--- src/rtl/ahb_write_fifo_pkg.sv ---
// Shared types for the AHB-Lite write FIFO: bus transfer encodings, drain FSM states
// and the per-entry parity helper.
package ahb_write_fifo_pkg;

  typedef enum logic [1:0] {
    HtransIdle   = 2'b00,
    HtransBusy   = 2'b01,
    HtransNonseq = 2'b10,
    HtransSeq    = 2'b11
  } htrans_e;

  typedef enum logic [1:0] {
    StIdle,
    StReq,
    StAckWait
  } drain_state_e;

  localparam int unsigned StatusCntW = 16;

  // Parity bit that makes data+parity carry an even (odd=0) or odd (odd=1) number of ones.
  function automatic logic par(input logic [31:0] data, input logic odd);
    return (^data) ^ odd;
  endfunction

endpackage

--- src/rtl/ahb_write_fifo_sync_fifo.sv ---
// Single-clock FIFO with registered storage, occupancy count and synchronous reset.
// Pushes when full and pops when empty are ignored.
module sync_fifo
  import ahb_write_fifo_pkg::*;
#(
  parameter int unsigned WIDTH = 33,
  parameter int unsigned DEPTH = 4,
  parameter int unsigned CNT_W = $clog2(DEPTH + 1)
) (
  input  logic             clk_i,
  input  logic             rst_i,
  input  logic             push_i,
  input  logic [WIDTH-1:0] wdata_i,
  input  logic             pop_i,
  output logic [WIDTH-1:0] rdata_o,
  output logic             full_o,
  output logic             empty_o,
  output logic [CNT_W-1:0] count_o
);

  localparam int unsigned PtrW = $clog2(DEPTH);

  logic [WIDTH-1:0] mem_q [DEPTH];
  logic [PtrW-1:0]  wr_ptr_q, rd_ptr_q;
  logic [CNT_W-1:0] count_q;
  logic             do_push, do_pop;

  assign full_o  = (count_q == CNT_W'(DEPTH));
  assign empty_o = (count_q == '0);
  assign do_push = push_i & ~full_o;
  assign do_pop  = pop_i & ~empty_o;
  assign rdata_o = mem_q[rd_ptr_q];
  assign count_o = count_q;

  // DEPTH is a power of two, so pointers wrap by natural overflow.
  always_ff @(posedge clk_i) begin
    if (rst_i) begin
      wr_ptr_q <= '0;
      rd_ptr_q <= '0;
      count_q  <= '0;
    end else begin
      if (do_push) wr_ptr_q <= wr_ptr_q + PtrW'(1);
      if (do_pop)  rd_ptr_q <= rd_ptr_q + PtrW'(1);
      case ({do_push, do_pop})
        2'b10:   count_q <= count_q + CNT_W'(1);
        2'b01:   count_q <= count_q - CNT_W'(1);
        default: count_q <= count_q;
      endcase
    end
  end

  always_ff @(posedge clk_i) begin
    if (do_push) mem_q[wr_ptr_q] <= wdata_i;
  end

endmodule

--- src/rtl/ahb_write_fifo.sv ---
// AHB-Lite write buffer: queues write data with parity and drains it to a slow consumer
// over a four-phase YREQ/YACK handshake; reads return a FIFO status word.
module ahb_write_fifo
  import ahb_write_fifo_pkg::*;
#(
  parameter int unsigned DATA_W = 32,
  parameter int unsigned DEPTH  = 4,
  parameter int unsigned CNT_W  = $clog2(DEPTH + 1)
) (
  input  logic              HCLK,
  input  logic              HRESET,
  input  logic              HSEL,
  input  logic              HWRITE,
  input  logic [1:0]        HTRANS,
  input  logic [2:0]        HSIZE,
  input  logic [31:0]       HADDR,
  input  logic [31:0]       HWDATA,
  input  logic              HREADY,
  output logic              HREADYOUT,
  output logic [31:0]       HRDATA,
  input  logic              PARTYSEL,
  output logic [DATA_W-1:0] YDATA,
  output logic              YPARITY,
  output logic              YREQ,
  input  logic              YACK
);

  localparam int unsigned EntryW = DATA_W + 1;

  drain_state_e      state_q;
  logic              wr_pend_q, rd_pend_q;
  logic              accept, push, pop, full, empty;
  logic [CNT_W-1:0]  count;
  logic [EntryW-1:0] push_word, head_word;
  logic              unused_ok;

  assign unused_ok = ^{HSIZE, HADDR, HWDATA};

  assign accept = HSEL & HREADY &
                  ((HTRANS == HtransNonseq) || (HTRANS == HtransSeq));

  // Push decision uses registered full, so a same-cycle pop never unblocks a push.
  assign push      = wr_pend_q & ~full;
  assign push_word = {HWDATA[DATA_W-1:0], par(32'(HWDATA[DATA_W-1:0]), PARTYSEL)};
  assign pop       = (state_q == StReq) & YACK;

  assign HREADYOUT = ~(wr_pend_q & full);
  assign HRDATA    = rd_pend_q ? {14'b0, empty, full, StatusCntW'(count)} : '0;

  always_ff @(posedge HCLK) begin
    if (HRESET) begin
      wr_pend_q <= 1'b0;
      rd_pend_q <= 1'b0;
    end else if (HREADY) begin
      wr_pend_q <= accept & HWRITE;
      rd_pend_q <= accept & ~HWRITE;
    end else if (push) begin
      wr_pend_q <= 1'b0;
    end
  end

  sync_fifo #(
    .WIDTH (EntryW),
    .DEPTH (DEPTH),
    .CNT_W (CNT_W)
  ) u_fifo (
    .clk_i   (HCLK),
    .rst_i   (HRESET),
    .push_i  (push),
    .wdata_i (push_word),
    .pop_i   (pop),
    .rdata_o (head_word),
    .full_o  (full),
    .empty_o (empty),
    .count_o (count)
  );

  // An empty FIFO forwards the word being pushed so YREQ rises with the push itself.
  always_ff @(posedge HCLK) begin
    if (HRESET) begin
      state_q <= StIdle;
      YREQ    <= 1'b0;
      YDATA   <= '0;
      YPARITY <= 1'b0;
    end else begin
      case (state_q)
        StIdle: begin
          if (!empty || push) begin
            state_q          <= StReq;
            YREQ             <= 1'b1;
            {YDATA, YPARITY} <= empty ? push_word : head_word;
          end
        end
        StReq: begin
          if (YACK) begin
            state_q <= StAckWait;
            YREQ    <= 1'b0;
          end
        end
        StAckWait: begin
          if (!YACK) state_q <= StIdle;
        end
        default: state_q <= StIdle;
      endcase
    end
  end

endmodule

--- config.mk ---
export PLATFORM = sky130hd
export DESIGN_NAME = ahb_write_fifo
export DESIGN_NICKNAME = d
export VERILOG_FILES = /design/src/rtl/ahb_write_fifo_pkg.sv /design/src/rtl/ahb_write_fifo_sync_fifo.sv /design/src/rtl/ahb_write_fifo.sv
export SDC_FILE = /design/constraint.sdc
export NUM_CORES = 1
export LEC_CHECK = 0
export BUFFER_PORTS_ARGS = -buffer_cell sky130_fd_sc_hd__buf_2
export CORE_ASPECT_RATIO = 0.8
export CORE_MARGIN = 2
export CORE_UTILIZATION = 59
export CTS_CLUSTER_SIZE = 14
export DETAILED_ROUTE_END_ITERATION = 7
export PLACE_DENSITY = 0.89
export SYNTH_ARGS = -nofsm -noshare
export SYNTH_HDL_FRONTEND = slang
export SYNTH_HIERARCHICAL = 1
export SYNTH_SLANG_ARGS = --single-unit
--- constraint.sdc ---
create_clock -name HCLK -period 3.86 [get_ports HCLK]
set_clock_uncertainty 0.2 [all_clocks]
set_input_delay 0.386 -clock HCLK [delete_from_list [all_inputs] [get_ports HCLK]]
set_output_delay 0.386 -clock HCLK [all_outputs]
set_load 0.02 [all_outputs]
==> impl_metrics.toml <==
[status]
status = "finished, final reports clean"

[clocking]
insertion_delay_ns = 0.43
path_clk_slew_ns = 0.06
cts-hold-fix-buffers = 0
cts.sinks = 179
postCtsResizedCells = 0
numCtsBuffers = 17
clk_path_buf_depth = 2
clock-root-buffer = "clkbuf_16"
cts_tree = "built"
cts_max_level = 4
post_cts_buffers = 0

[global_route]
grt_pass1_wl_um = 22100
grt_pass1_vias = 4074
grt_usage = 0.220
gr-usage-met3 = 0.0630
grt_start_max_net_pins = 48
gr-usage-met2 = 0.347
met1_usage = 0.301
grt-busiest-layer = "met2"
grt_antenna_before_repair = 1
grt_overflow = 0

[power_and_ir_drop]
power_density_mw_per_mm2 = 486
p_leak_nw = 3.18
vdd_drop_max_mv = 0.394

[worst_hold_path]
min_path_type = "input port to flop"
hold_end = "u_fifo/mem_q[1][20]"
min_from = "HWDATA[19]"
hold_path_depth = 1

[sta]
finalCritPeriodShare = 0.714
worst_pin_slew_ns = 0.909
setup_ws_ns = 1.10
finalSetupViolations = 0
clock.fmax_mhz = 363
slew_headroom = 0.393
final-hold-violation-count = 0
rsz0062_at_grt = "no"
min_period_ns = 2.76
finalSetupTns_ns = 0
finalMaxSlewViolations = 0

[place]
dp_hpwl_um = 8750
port_buffers = 79
dp_slack_ns = 1.14
place_congestion = 0.787

[synth]
ys_top_cells_by_count = "edfxtp_1, dfxtp_1, nor2_1"
synth_warnings = 6
yosysMostFrequentCell = "edfxtp_1"
ys_seq_area_frac = 0.657
synth_top_area_share = 0.531
ys_ff_latch = 179
synth_area_mm2 = 0.00747
synthCells = 466
synthTopCellsByArea = "edfxtp_1, dfxtp_1, mux4_2"
synthDistinctLibCells = 37
avgSynthCellArea_um2 = 16.0
synth-edff-count = 132
yosysTopAreaCell = "edfxtp_1"
synth-main-ff-cell = "edfxtp_1"
async_reset_ff_frac = 0

[layout]
regArea_mm2 = 0.00491
finalNetCount = 633
area_growth_syn_to_layout_pct = 13.8
fill_cells = 811
antennaDiodeCount = 0
fin_util = 0.693
multi_input_area_mm2 = 0.00227
drive_gt1_frac = 0.275

[drt]
via_count = 4003
first_pass_iters = 4
wl_per_cell_um = 19.0
post-route-drc-count = 0
via_per_inst = 5.45
postRouteWirelength_um = 14000
drtAntennaViolNets = 0
drt_first_iter_violations = 296

[worst_setup_path]
critPathLaunch = "u_fifo/count_o[2]"
critPathLaunchType = "flop"
worstRegToRegCells = 11
critical_path.reg2reg.endpoint = "u_fifo/count_o[2]"
crit_arrival_ns = 2.90
end_kind = "flop"
regToRegStartpoint = "u_fifo/count_o[2]"
r2r_slack_ns = 1.10
required_ns = 4.01
critPathMaxFanout = 6
critPathKind = "flop to flop"

[floorplanning]
pin_count = 143
core_area_mm2 = 0.0123
die_area_mm2 = 0.0136
start_util = 0.609
die_h_um = 105
die_x_um = 130
row_count = 36

[job]
drv_cap = 0
metrics by stage:
step | hold WS [ns] | cells | total power, mW | area (µm²)
2_1_floorplan | 0.259 | 492 | 2.41 | 7560
3_3_place_gp | 0.272 | 703 | 2.48 | 7920
3_5_place_dp | 0.274 | 703 | 2.49 | 7920
4_1_cts | 0.00342 | 735 | 4.16 | 8490
5_1_grt | 0.00646 | 735 | 4.28 | 8490
6_report | 0.0181 | 735 | 4.13 | 8490
cell usage in the layout (no fill, tap or decap), types with 6 or more instances in the layout:
cell type	instances
conb_1	27
clkbuf_16	17
xor2_1	6
buf_2	79
nor2_1	42
mux4_2	30
dfxtp_1	46
and2_1	9
xnor2_1	27
a211oi_1	32
mux2i_1	33
buf_4	12
edfxtp_1	132
inv_1	11
a21oi_1	7
cell families after synthesis:
group,share of synthesized area
AOI/OAI and AO/OA,0.0434
xor gates and xnor gates,0.0439
adders and majority gates,0.0111
buffers and inverters,0.0535
DFF,0.657
muxes,0.145
other,0.000502
and+or+nand+nor,0.0456
worst max path at each step:
stage | end | cells after the start
floorplan | u_fifo/count_o[2] | 11
global placement | u_fifo/count_o[2] | 11
detailed placement | u_fifo/count_o[2] | 11
CTS | u_fifo/count_o[2] | 11
global route | u_fifo/count_o[2] | 11
finish | u_fifo/count_o[2] | 11
metal layers:
layer	share of wire	routed length, µm	vias up
met1	0.42	5810	1960
li1	-	-	1872
met4	0.010	144	0
met3	0.076	1060	14
met5	0	0	-
met2	0.50	6960	157
worst max-delay path: stages, from the launching register on:
cell and delay [ns]:
dfxtp_1 0.46, nor3b_2 0.39, nor2b_1 0.11, inv_1 0.11, nor2_2 0.08, inv_1 0.08
ha_1 0.18, inv_1 0.06, fa_1 0.37, xor2_1 0.15, or3_1 0.33, a21oi_1 0.15
final cells by class:
type                       count  share of cell area
clock buffer                  21              0.0518
inverter                      11             0.00486
clock inverter                11              0.0159
timing repair buffer          91              0.0572
sequential                   179               0.578
tap                          171              0.0252
multi-input combinational    251               0.267
registers in the layout (all words and copies together) (netlist names), named ones only:
register / count
u_fifo/mem_q: 132
YDATA: 32
rd_pend_q: 1
u_fifo/wr_ptr_q: 2
YREQ: 1
u_fifo/rd_ptr_q: 2
YPARITY: 1
wr_pend_q: 1
state_q: 2
u_fifo/count_o: 3
power by group:
group	internal, mW	switching [mW]	leakage (nW)
combinational	0.127	0.202	1.32
clock	1.01	0.668	0.282
sequential	2.11	0.0131	1.57
total	3.25	0.883	3.18
Power figures use the tool's default switching activity.
